File: src/rtl/mul_div_unit.sv
// rtl/mul_div_unit.sv - iterative radix-2 unsigned MULTU/DIVU unit with HI/LO registers
module mul_div_unit #(
  parameter int WIDTH = 32
) (
  input  logic             clk,
  input  logic             rst,
  input  logic             start,
  input  logic [3:0]       alu_ctrl,
  input  logic [WIDTH-1:0] a,
  input  logic [WIDTH-1:0] b,
  output logic             busy,
  output logic             done,
  output logic [WIDTH-1:0] hi,
  output logic [WIDTH-1:0] lo
);

  localparam logic [3:0] MULTU_AC = 4'd7;
  localparam logic [3:0] DIVU_AC  = 4'd8;
  localparam int         CW       = $clog2(WIDTH);

  typedef enum logic [1:0] {S_IDLE, S_RUN, S_DONE} state_t;

  state_t             state_q;
  logic [CW-1:0]      cnt_q;
  logic               is_div_q;
  // Multiplicand for MULTU, divisor for DIVU.
  logic [WIDTH-1:0]   opnd_q;
  // Dividend kept so a divide by zero can return it as the remainder.
  logic [WIDTH-1:0]   dvd_q;
  // MULTU: {partial product, remaining multiplier bits}; DIVU: {rem, quot}.
  logic [2*WIDTH-1:0] acc_q, acc_d;
  logic [WIDTH-1:0]   hi_q, lo_q, hi_d, lo_d;
  logic               busy_q, done_q;
  logic [WIDTH:0]     mul_sum;
  logic [WIDTH:0]     div_trial;
  logic               accept;
  logic               last_iter;

  assign accept    = start && (alu_ctrl == MULTU_AC || alu_ctrl == DIVU_AC) && (state_q != S_RUN);
  assign last_iter = (cnt_q == CW'(WIDTH - 1));

  assign busy = busy_q;
  assign done = done_q;
  assign hi   = hi_q;
  assign lo   = lo_q;

  // One shift-add or restoring-divide iteration on the accumulator.
  always_comb begin
    acc_d     = acc_q;
    mul_sum   = '0;
    div_trial = '0;
    if (is_div_q) begin
      // The bit shifted out of rem is kept as bit WIDTH of the trial operand.
      div_trial = acc_q[2*WIDTH-1:WIDTH-1] - {1'b0, opnd_q};
      if (!div_trial[WIDTH]) begin
        acc_d = {div_trial[WIDTH-1:0], acc_q[WIDTH-2:0], 1'b1};
      end else begin
        acc_d = {acc_q[2*WIDTH-2:0], 1'b0};
      end
    end else begin
      mul_sum = {1'b0, acc_q[2*WIDTH-1:WIDTH]} + (acc_q[0] ? {1'b0, opnd_q} : '0);
      acc_d   = {mul_sum, acc_q[WIDTH-1:1]};
    end
  end

  // Final HI/LO values, with the divide-by-zero result made explicit.
  always_comb begin
    hi_d = acc_d[2*WIDTH-1:WIDTH];
    lo_d = acc_d[WIDTH-1:0];
    if (is_div_q && (opnd_q == '0)) begin
      hi_d = dvd_q;
      lo_d = '1;
    end
  end

  // Control FSM, operand latch, iteration counter and HI/LO registers.
  always_ff @(posedge clk) begin
    if (rst) begin
      state_q  <= S_IDLE;
      cnt_q    <= '0;
      is_div_q <= 1'b0;
      opnd_q   <= '0;
      dvd_q    <= '0;
      acc_q    <= '0;
      hi_q     <= '0;
      lo_q     <= '0;
      busy_q   <= 1'b0;
      done_q   <= 1'b0;
    end else begin
      case (state_q)
        S_IDLE, S_DONE: begin
          done_q <= 1'b0;
          if (accept) begin
            state_q  <= S_RUN;
            busy_q   <= 1'b1;
            cnt_q    <= '0;
            is_div_q <= (alu_ctrl == DIVU_AC);
            opnd_q   <= (alu_ctrl == DIVU_AC) ? b : a;
            dvd_q    <= a;
            acc_q    <= {{WIDTH{1'b0}}, ((alu_ctrl == DIVU_AC) ? a : b)};
          end else begin
            state_q <= S_IDLE;
          end
        end
        S_RUN: begin
          acc_q <= acc_d;
          cnt_q <= cnt_q + CW'(1);
          if (last_iter) begin
            hi_q    <= hi_d;
            lo_q    <= lo_d;
            state_q <= S_DONE;
            busy_q  <= 1'b0;
            done_q  <= 1'b1;
          end
        end
        default: begin
          state_q <= S_IDLE;
          busy_q  <= 1'b0;
          done_q  <= 1'b0;
        end
      endcase
    end
  end

endmodule

File: config.mk
export PLATFORM = sky130hd
export DESIGN_NAME = mul_div_unit
export DESIGN_NICKNAME = d
export VERILOG_FILES = /design/src/rtl/mul_div_unit.sv
export SDC_FILE = /design/constraint.sdc
export NUM_CORES = 1
export LEC_CHECK = 0
export CAP_MARGIN = 0
export CORE_MARGIN = 3
export CORE_UTILIZATION = 60
export DETAILED_ROUTE_END_ITERATION = 12
export MAX_ROUTING_LAYER = met4
export PLACE_DENSITY_LB_ADDON = 0.2
export SYNTH_ARGS = -nofsm -noshare
export SYNTH_HDL_FRONTEND = slang
export SYNTH_SLANG_ARGS = --single-unit
File: constraint.sdc
create_clock -name clk -period 9.3 [get_ports clk]
set_clock_uncertainty 0.05 [all_clocks]
set_input_delay 1.86 -clock clk [delete_from_list [all_inputs] [get_ports clk]]
set_output_delay 1.86 -clock clk [all_outputs]
set_load 0.02 [all_outputs]
Yosys cells after proc, flatten, opt, wreduce, memory -nomap -nowiden
Index checks and enable logic that the tools add are counted.
- equality and inequality tests: 8
- bitwise logic cells: 1
- reduce and logical (&&, ||, !) cells: 13
- add/subtract/negate cells: 3
- multiplexer cells: 17
- operators by type and width (cell ; number):
    64-bit 2-to-1 mux ; 3
    32-bit 2-to-1 mux ; 5
    64-bit one-hot mux with 2 select lines ; 1
    32-bit by 32-bit adder with 33-bit output ; 1
    33-bit by 32-bit subtractor with 33-bit output ; 1
    32-bit logical NOT ; 1
    5-bit one-hot mux with 2 select lines ; 1
    2-bit AND reduction ; 4
    5-bit by 1-bit adder with 5-bit output (second input constant) ; 1
    5-bit == test (second input constant) ; 1
    5-bit 2-to-1 mux ; 1
    4-bit by 3-bit == test with 1-bit output (second input constant) ; 1
    4-bit == test (second input constant) ; 1
    2-bit != test (second input constant) ; 2
    2-bit one-hot mux with 2 select lines ; 1
    2-bit OR reduction ; 2
    1-bit logical AND ; 3
    1-bit 2-to-1 mux ; 3
    2-bit by 1-bit == test with 1-bit output (second input constant) ; 1
    2-bit == test (second input constant) ; 1
    2-bit logical NOT ; 1
    2-bit 2-to-1 mux ; 1
    2-bit by 1-bit != test with 1-bit output (second input constant) ; 1
    1-bit one-hot mux with 2 select lines ; 1
    3 further kinds ; 3
- output and inout bits: 66
- word-level logic and storage cells: 52
- input bits: 71
- register bits after elaboration: 202

Depth between registers and ports, before layout
Gate-level depths: netlist (run 1).
- depth in word-level cells: 6
- depth in mapped cells: 15
- mapped depth without buffers: 13

Least setup slack after synthesis (run 1)
No wires, ideal clock.
- kind: in2reg
- from: input alu_ctrl[1]
- to: register opnd_q[17]
- required time: 9.118 ns
- path buffers: 4
- data arrival time: 3.663 ns
- stages on the path: 8
- setup time: 0.132 ns
- slack: 5.455 ns
- cells stage by stage: or4b_2 clkbuf_1 a21o_1 clkbuf_1 clkbuf_1 clkbuf_1 nand2_1 a21oi_1
- longest elaborated chain between the ends: 5
- elaborated cells between the ends (all ways): 7
- classes of those cells: eq/ne (2); mux (1); reduce/logical (4)
- ends and longest elaborated chain (item ; line ; RTL):
    start: declaration ; 8 ; input logic [3:0] alu_ctrl,
    4-bit by 3-bit == test with 1-bit output or 4-bit == test (tied branches) ; 39, 98 ;
    1-bit logical OR ; 39 ; assign accept = start && (alu_ctrl == MULTU_AC || alu_ctrl == DIVU_AC) && (state_q != S_RUN);
    1-bit logical AND (2 in series) ; 39 ;
    2-bit AND reduction (no source line) ; -- ;
    end signal: assignment ; 98 ; opnd_q <= (alu_ctrl == DIVU_AC) ? b : a;
    end: declaration ; 27 ; logic [WIDTH-1:0] opnd_q;
Several ways; a longest one is shown, not always the timed one.
A chain may end at the register's enable or synchronous reset.

Worst setup path after layout (run 1)
- from: input alu_ctrl[1]
- to: register acc_q[0]
- longest elaborated chain between the ends: 6
- elaborated cells between the ends (all ways): 10
- classes of those cells: eq/ne (3); mux (3); reduce/logical (4)
- ends and longest elaborated chain (item ; line ; RTL):
    4-bit by 3-bit == test with 1-bit output or 4-bit == test (tied branches) ; 39, 100 ;
    1-bit logical OR ; 39 ;
    1-bit logical AND (2 in series) ; 39 ;
    2-bit != test (no source line) ; -- ;
    2-bit AND reduction (no source line) ; -- ;
    end signal: assignment ; 100 ; acc_q <= {{WIDTH{1'b0}}, ((alu_ctrl == DIVU_AC) ? a : b)};
    end: declaration ; 31 ; logic [2*WIDTH-1:0] acc_q, acc_d;
Several ways; a longest one is shown, not always the timed one. The select of a mux whose other input is x is not followed.

==> metrics.cfg, run 1 <==
[status]
status = finished clean

[setup_path]
crit_family = compound AO/OA/AOI/OAI gates
cp-end-kind = register
cpPeakStageDelay_ns = 0.94
path_cells = clkdlybuf4s50_1, or4b_2, buf_4, a21oi_4, nor2_2, a221oi_1, nor2_1
critPathSlowestCell = a21oi_4
required_ns = 9.62
worstPathArrival_ns = 5.25
path_class = in2reg
r2r_slack_ns = 4.72
critical_path_buf_inv_count = 2
worst-path-max-fanout = 56
critPathLaunchType = input pin

[global_route]
grt_overflow = 0
grt_usage_pct = 36.3
antenna_found_initial = 2
grt_max_degree = 110
busiest_layer = met2
use_met1_pct = 51.9
met3_usage_pct = 6.29
use_met2_pct = 52.8
grt_pass1_wl_um = 64200
grt_pass1_vias = 11900

[die]
rows = 52
die-area_um2 = 22600
die_w_um = 150
ioPinCount = 137
die_h_um = 150
fp.coreArea_um2 = 20400
initial_core_util_pct = 61.5

[placement]
port_buffers = 136
hpwlAfterDp_um = 28900
dpl-instance-area_um2 = 13900
gp_congestion = 1.02

[drt]
drtPass1Iterations = 6
ant_nets = 0
routedWlPerCell_um = 20.7
drtIter0Drc = 1268
remaining_drc_errors = 0
drt-total-wl_um = 40700
viasPerCell = 6.54
via_count = 12873

[clock_network]
cts_num_sinks = 202
cts_max_level = 1
clockRootBuffer = clkbuf_16
cts_max_path_buffers = 3
cts_hold_repair.buffers = 0
ctsResizeCount = 0
post_cts_buffers = 0
clkTransAtPathRegs_ns = 0.06
numCtsBuffers = 22
clk_latency_ns = 0.50
cts_tree = done

[power]
clkPwrFrac_pct = 41.3
power_frac_seq_pct = 43.5
p_leak_nw = 5.80
irDropWorstVdd_uv = 134
power.density_nw_per_um2 = 141
p_comb_share_pct = 15.1
switching_share_pct = 27.6
p_int_mw = 1.49
power.switching_mw = 0.569

[synth]
ys_seq_elements = 202
synth_area_per_cell_um2 = 7.75
syn-num-nets = 1754
syn_area_um2 = 12500
yosysUniqueCellTypes = 78
synth_ff_type = dfxtp_1
syn_inst = 1615
synth_edf_count = 0
synthArstFlopShare_pct = 0
yosysWarnings = 0
yosysSeqAreaShare_pct = 32.3

[sta]
setup_viol = 0
slew-limit-headroom_pct = 22.7
tns_ns = 0
post-route-period-util_pct = 53.1
rsz0062_at_grt = false
finalHoldViolations = 0
final-max-slew-violation-count = 0
worst_slew_pin_slew_ns = 1.16
period_needed_ns = 4.93
fmax_ghz = 0.203

[cells_and_area]
final_cell_mix = 211 x nand2_1, 201 x dfxtp_1, 175 x a21oi_1
layout-drive-gt1-share_pct = 4.78
num-nets-final = 1821
final_common_cell = nand2_1
fin_util_pct = 71.9
fin_area_um2 = 14600
syn2layout_area_growth_pct = 16.9

[hold_path]
hp-class = reg2reg

[flow_run]
max_cap_viol_count = 0

==> registers in the layout, indices dropped and copies added, names as in the netlist <==
signal    cells
is_div_q      1
state_q       2
hi           32
busy          1
opnd_q       32
cnt_q         5
acc_q        64
lo           32
done          1
dvd_q        32
==> cell families after synthesis <==
group                    count (synthesis)  share of synthesized area, %
AO/OA/AOI/OAI                          578                          28.7
AND/OR/NAND/NOR                        507                          19.1
flip-flops                             202                          32.3
buffers and inverters                  152                          4.79
adder cells (fa/ha/maj)                 68                          6.91
multiplexers                            57                          4.57
XOR/XNOR                                51                          3.57
==> worst register-to-register path, stage by stage (launching register included) <==
cell      delay (ns)
dfxtp_1         0.69
and2_1          0.38
ha_1            0.22
fa_1            0.45
a21o_1          0.21
a221oi_1        0.50
o211ai_1        0.24
and3_1          0.24
a21oi_1         0.29
o21ai_0         0.16
xnor2_1         0.15
nor2_1          0.06
a311oi_1        0.58
o21ai_0         0.20
==> worst paths after layout <==
| path | endpoint | cells after the start | start |
|---|---|---|---|
| setup / recovery | acc_q[0] | 7 | alu_ctrl[1] |
| hold / removal | dvd_q[18] | 2 | dvd_q[18] |
| setup reg to reg | hi[25] | 13 | acc_q[0] |
| hold reg to reg | dvd_q[18] | 2 | dvd_q[18] |
==> layer usage <==
layer,wire length (um),vias up
li1,-,6034
met1,17500,5987
met2,17500,765
met3,4550,87
met4,1170,0
met5,0,-
==> cell usage after synthesis, types with 5 or more instances <==
cell type | instances | area share [%]
nor4_1 | 15 | 0.75
xor2_1 | 20 | 1.4
a311oi_1 | 13 | 0.91
o2bb2ai_1 | 23 | 1.6
o21bai_1 | 8 | 0.48
o211ai_1 | 12 | 0.72
nor3_1 | 29 | 1.2
nand3_1 | 20 | 0.80
xnor2_1 | 31 | 2.2
inv_1 | 45 | 1.3
and3_1 | 15 | 0.75
ha_1 | 66 | 6.6
a31oi_1 | 59 | 2.9
mux2i_1 | 56 | 4.5
and4_1 | 7 | 0.49
a211oi_1 | 11 | 0.66
a21oi_1 | 176 | 7.0
clkbuf_1 | 95 | 2.8
nor2_1 | 106 | 3.2
a22o_1 | 13 | 0.91
nand2b_1 | 15 | 0.75
o22ai_1 | 26 | 1.3
a21o_1 | 28 | 1.7
buf_2 | 5 | 0.20
and2_1 | 38 | 1.9
a221oi_1 | 18 | 1.3
nor2b_1 | 5 | 0.25
o21ai_0 | 138 | 5.5
o21a_1 | 6 | 0.36
a21boi_0 | 7 | 0.42
dfxtp_1 | 202 | 32
nand4_1 | 10 | 0.50
nand2_1 | 211 | 6.3
or3_1 | 11 | 0.55
==> area by class of cell <==
class                      count  area, um2
sequential                   202       4050
antenna                        2       5.00
clock inverter                 6       62.6
fill                        1644       5730
inverter                      45        169
clock buffer                  31        626
tap                          270        338
timing repair buffer         150       1460
multi-input combinational   1261       7920
==> power groups by stage <==
| stage | combinational [mW] | sequential, mW | clock [mW] |
|---|---|---|---|
| final | 0.312 | 0.896 | 0.851 |
| after detailed placement | 0.300 | 0.914 | 0 |
| after floorplan | 0.204 | 0.905 | 0 |
| after global placement | 0.298 | 0.913 | 0 |
| after global routing | 0.335 | 0.896 | 0.887 |
| after CTS | 0.303 | 0.895 | 0.855 |
==> through the flow <==
step,hold slack [ns],setup WS [ns],instances,power [mW]
6_report,0.409,4.37,1967,2.06
5_1_grt,0.420,4.09,1967,2.12
4_1_cts,0.404,4.38,1965,2.05
3_5_place_dp,0.396,3.87,1928,1.21
3_3_place_gp,0.392,3.88,1928,1.21
2_1_floorplan,0.382,5.45,1615,1.11
Note: power is estimated with default switching activity, not from simulation.
==> inputs of run 2 (changes only) <==
Settings changed: CORE_UTILIZATION 60 to 58.
Clock period 9.3 ns to 4.55 ns, I/O delays scaled along.
==> metrics.cfg, run 2 (synthesized netlist as in run 1, its figures left out) <==
[clock_network]
numCtsBuffers = 22  ; unchanged
ctsResizeCount = 0  ; unchanged
cts_max_level = 1  ; unchanged
clk_latency_ns = 0.52  ; +0.02 ns
clkTransAtPathRegs_ns = 0.07  ; about the same
post_cts_buffers = 0  ; unchanged
cts_max_path_buffers = 3  ; unchanged
clockRootBuffer = clkbuf_16
cts_hold_repair.buffers = 0  ; unchanged
cts_num_sinks = 202  ; unchanged
cts_tree = done

[cells_and_area]
largest_reg_flops = 64  ; unchanged
num-nets-final = 1833  ; +0.66%
final_common_cell = nand2_1
syn2layout_area_growth_pct = 18.3
layout-drive-gt1-share_pct = 5.79  ; +1.0 points
stdcell_count = 1985  ; +0.92%
final_cell_mix = 211 x nand2_1, 201 x dfxtp_1, 175 x a21oi_1
regMostFlops = acc_q
n_antenna_cell = 0  ; -2

[sta]
tns_ns = 0  ; unchanged
worst_slew_pin_slew_ns = 1.27  ; +0.111 ns
hold_slack_ns = 0.410  ; +0.00144 ns
finalHoldViolations = 0  ; unchanged
setup_viol = 0  ; unchanged
worst_slack_ns = 0.382  ; -3.98 ns
period_needed_ns = 4.17
fmax_ghz = 0.240
rsz0062_at_grt = false
slew-limit-headroom_pct = 15.4  ; -7.3 points
final-max-slew-violation-count = 0  ; unchanged
post-route-period-util_pct = 91.6

[setup_path]
path_class = reg2reg
r2r.worst_path.cells = 13  ; unchanged
cp-end-kind = register
worst-path-max-fanout = 5  ; -91%
required_ns = 4.93  ; -4.69 ns
worstPathArrival_ns = 4.55  ; -0.70 ns
r2r_end = hi[30]
reg2reg_from = opnd_q[11]
r2r_slack_ns = 0.38  ; -4.34 ns
critPathLaunchType = register

[flow_run]
max_cap_viol_count = 0  ; unchanged

[power]
power_frac_seq_pct = 41.4  ; -2.1 points
p_comb_share_pct = 15.2  ; about the same
p_leak_nw = 5.91  ; +1.9%
power.density_nw_per_um2 = 298  ; +110%
power.switching_mw = 1.23  ; +120%
switching_share_pct = 27.8  ; +0.18 points
clkPwrFrac_pct = 43.4  ; +2.1 points
p_int_mw = 3.19  ; +110%
irDropWorstVdd_uv = 346  ; +160%

[status]
status = finished clean

[hold_path]
hold_depth = 2  ; unchanged
hold_end = dvd_q[7]
hp-class = reg2reg
hold_start = dvd_q[7]

[global_route]
grt_pass1_vias = 12070  ; +1.4%
grt_usage_pct = 37.5  ; +1.2 points
antenna_found_initial = 0  ; -2
grt_overflow = 0  ; unchanged
grt_pass1_wl_um = 69100  ; +7.7%
grt_max_degree = 110  ; unchanged

[die]
die-area_um2 = 23400  ; +3.3%
initial_core_util_pct = 59.4  ; -2.1 points
die_w_um = 153  ; +1.6%
ioPinCount = 137  ; unchanged
fp.coreArea_um2 = 21100  ; +3.6%
rows = 53  ; +1.9%
die_h_um = 153  ; +1.6%

[drt]
routedWlPerCell_um = 22.6  ; +9.2%
via_count = 13187  ; +2.4%
ant_nets = 0  ; unchanged
drtPass1Iterations = 6  ; unchanged
remaining_drc_errors = 0  ; unchanged
viasPerCell = 6.64  ; +1.5%
drt-total-wl_um = 44800  ; +10%
drtIter0Drc = 1786  ; +41%

[placement]
hpwlAfterDp_um = 31800  ; +9.9%
dp.cells = 1945  ; +0.88%
gp_congestion = 1.06  ; +4.7%
dp_worst_setup_slack_ns = 0.577  ; -3.29 ns
port_buffers = 136  ; unchanged

## run 2: cell count changes in the layout (fill, tap and decap cells not counted)
cell	delta
diode_2	-2
clkbuf_8	+5
buf_4	+12
bufinv_16	+1
clkinv_4	+1
inv_6	-1
clkbuf_1	-3
## run 2: routing by layer
| metal | share of wire, % | up-vias | track usage [%] |
|---|---|---|---|
| met5 | 0 | - | - |
| met4 | 2.7 | 0 | 9.50 |
| met3 | 12 | 98 | 8.83 |
| met2 | 43 | 778 | 54.6 |
| met1 | 43 | 6242 | 52.6 |
| li1 | - | 6069 | - |
## run 2: critical path, stage by stage, from the launching register on
cell and delay (ns):
dfxtp_1 0.40, buf_4 0.19, and2_1 0.18, ha_1 0.38, nand3_1 0.13, a2111oi_0 0.47
a32oi_1 0.27, o221ai_1 0.44, a41oi_1 0.34, o21ai_0 0.24, o31ai_1 0.12, a311oi_1 0.50
o211ai_1 0.17, a21oi_1 0.19
## run 2: how the worst max path moves through the flow
stage	slack, ns	end	cells past startpoint	from
5_1_grt	0.17	hi[8]	13	acc_q[31]
3_5_place_dp	0.58	hi[23]	14	acc_q[0]
3_3_place_gp	0.71	hi[23]	14	acc_q[0]
4_1_cts	0.53	hi[30]	13	acc_q[0]
6_report	0.38	hi[30]	13	opnd_q[11]
2_1_floorplan	1.15	hi[23]	13	acc_q[0]
## run 2: power groups by stage
stage / clock network [mW] / registers [mW] / logic [mW]
global placement: 0 / 1.86 / 0.639
finish: 1.92 / 1.83 / 0.671
detailed placement: 0 / 1.86 / 0.640
CTS: 1.91 / 1.82 / 0.650
floorplan: 0 / 1.85 / 0.418
global route: 1.98 / 1.83 / 0.713
## run 2: per-stage QoR
stage	util [%]	power (mW)	cell area [um2]
floorplan	-	2.27	12500
global placement	66.6	2.50	14000
detailed placement	66.6	2.50	14000
CTS	70.2	4.39	14800
global route	70.2	4.53	14800
finish	70.2	4.41	14800
## run 2: final cells by class
cell class	count	area (um2)
inverters	45	169
clock inverters	7	92.6
repair buffers	162	1550
fillers	1761	6280
flip-flops and latches	202	4050
clock buffers	33	683
well taps	275	344
multi-input cells	1261	7920
==> inputs of run 3 (changes only) <==
==> constraint.sdc (replaced) <==
create_clock -name clk -period 4.13 [get_ports clk]
set_clock_uncertainty 0.05 [all_clocks]
set_input_delay 0.6195 -clock clk [delete_from_list [all_inputs] [get_ports clk]]
set_output_delay 0.6195 -clock clk [all_outputs]
set_load 0.02 [all_outputs]
==> metrics.cfg, run 3 (synthesized netlist as in run 1, its figures left out) <==
[clock_network]
numCtsBuffers = 22  ; unchanged
cts_max_path_buffers = 3  ; unchanged
cts_tree = done
cts_hold_repair.buffers = 0  ; unchanged
clockRootBuffer = clkbuf_16
post_cts_buffers = 0  ; unchanged
clk_latency_ns = 0.53  ; about the same
cts_max_level = 1  ; unchanged
clkTransAtPathRegs_ns = 0.06  ; about the same
cts_num_sinks = 202  ; unchanged

[die]
rows = 53  ; unchanged
ioPinCount = 137  ; unchanged
die_h_um = 153  ; unchanged
die_w_um = 153  ; unchanged
die-area_um2 = 23400  ; unchanged
initial_core_util_pct = 59.4  ; unchanged
fp.coreArea_um2 = 21100  ; unchanged

[placement]
dpl-instance-area_um2 = 14200  ; +1.2%
port_buffers = 136  ; unchanged
gp_congestion = 1.06  ; -0.81%
hpwlAfterDp_um = 31900  ; +0.21%
dp.cells = 1967  ; +1.1%

[sta]
finalHoldViolations = 0  ; unchanged
slew-limit-headroom_pct = 21.3  ; +5.8 points
tns_ns = 0  ; unchanged
setup_viol = 0  ; unchanged
rsz0062_at_grt = false
hold_slack_ns = 0.401  ; -0.00970 ns
final-max-slew-violation-count = 0  ; unchanged
fmax_ghz = 0.252  ; +5.2%
worst_slew_pin_slew_ns = 1.18  ; -0.0890 ns
period_needed_ns = 3.96  ; -0.205 ns
post-route-period-util_pct = 95.9  ; +4.3 points

[cells_and_area]
largest_reg_flops = 64  ; unchanged
fin_util_pct = 70.9  ; +0.70 points
final_cell_mix = 211 x nand2_1, 201 x dfxtp_1, 175 x a21oi_1
fin_area_um2 = 15000  ; +1.0%
regMostFlops = acc_q
stdcell_count = 2006  ; +1.1%
syn2layout_area_growth_pct = 19.5
final_common_cell = nand2_1
num-nets-final = 1855  ; +1.2%
layout-drive-gt1-share_pct = 7.06  ; +1.3 points

[setup_path]
critPathLaunchType = register
cp-end-kind = register
required_ns = 4.50  ; -0.43 ns
path_class = reg2reg
worst-path-max-fanout = 9  ; +4
worstPathArrival_ns = 4.33  ; -0.22 ns

[power]
irDropWorstVdd_uv = 315  ; -9.1%
power.density_nw_per_um2 = 321  ; +7.5%
p_leak_nw = 5.99  ; +1.4%

[drt]
via_count = 13224  ; +0.28%
viasPerCell = 6.59  ; -0.77%
routedWlPerCell_um = 22.3  ; -1.5%
drtPass1Iterations = 6  ; unchanged
drt-total-wl_um = 44600  ; -0.47%
remaining_drc_errors = 0  ; unchanged
drtIter0Drc = 1723  ; -3.5%
ant_nets = 0  ; unchanged

[global_route]
grt_pass1_vias = 12192  ; +1.0%
grt_pass1_wl_um = 68500  ; -0.97%
grt_overflow = 0  ; unchanged
antenna_found_initial = 2  ; +2
grt_usage_pct = 37.1  ; -0.32 points
grt_max_degree = 110  ; unchanged

[status]
status = finished clean

[flow_run]
max_cap_viol_count = 0  ; unchanged

[hold_path]
hp-class = reg2reg

[run 3: cell types whose count changed in the layout (fill, tap and decap cells not counted), moves of 2 or more]
| cell | before | now |
|---|---|---|
| diode_2 | 0 | 2 |
| a311oi_2 | 0 | 2 |
| clkinv_2 | 3 | 5 |
| buf_4 | 27 | 49 |
| clkinv_4 | 2 | 0 |
| a311oi_1 | 13 | 11 |
| clkbuf_8 | 7 | 4 |
[run 3: per-layer routing]
layer	part of all wire, %	track usage, %
met1	43	53.6
met2	42	53.2
met3	12	7.33
met4	3.0	9.84
met5	0	-
[run 3: final timing paths]
kind	end	startpoint	cells after the start	slack, ns
max	hi[16]	acc_q[31]	14	0.17
min	dvd_q[17]	dvd_q[17]	2	0.40
max reg2reg	hi[16]	acc_q[31]	14	0.17
min reg2reg	dvd_q[17]	dvd_q[17]	2	0.40
[run 3: cell type report]
type                            count  area [um2]
Timing Repair Buffer              184        1720
Fill cell                        1674        6130
Clock buffer                       28         613
Antenna cell                        2        5.00
Inverter                           45         169
Tap cell                          275         344
Clock inverter                      9         123
Sequential cell                   202        4050
Multi-Input combinational cell   1261        7940
[run 3: power breakdown]
| group | total [mW] | internal [mW] | leakage, nW | switching (mW) |
|---|---|---|---|---|
| registers | 2.01 | 1.98 | 1.63 | 0.0307 |
| clock network | 2.03 | 1.18 | 0.362 | 0.853 |
| logic | 0.755 | 0.290 | 4.00 | 0.464 |
[run 3: critical path, cell delays in order (launching register included)]
cell	delay (ns)
dfxtp_1	0.38
inv_1	0.11
ha_1	0.22
fa_1	0.41
nand2b_1	0.20
a21oi_1	0.19
o211ai_1	0.20
o21ai_2	0.24
o21a_2	0.22
o21a_1	0.48
nor2_2	0.09
buf_4	0.20
a311oi_1	0.52
o21ai_0	0.18
o211a_1	0.15
[run 3: repair_timing]
item                       in CTS  in global routing
hold endpoints to repair        0                  0
setup endpoints to repair       0                  5
gates resized for setup         0                  3
[run 3: per-stage QoR]
step	total power, mW	setup slack (ns)
floorplan	2.50	0.729
global placement	2.77	0.223
detailed placement	2.77	0.0973
CTS	4.76	0.0909
global route	4.92	0.0470
finish	4.79	0.167
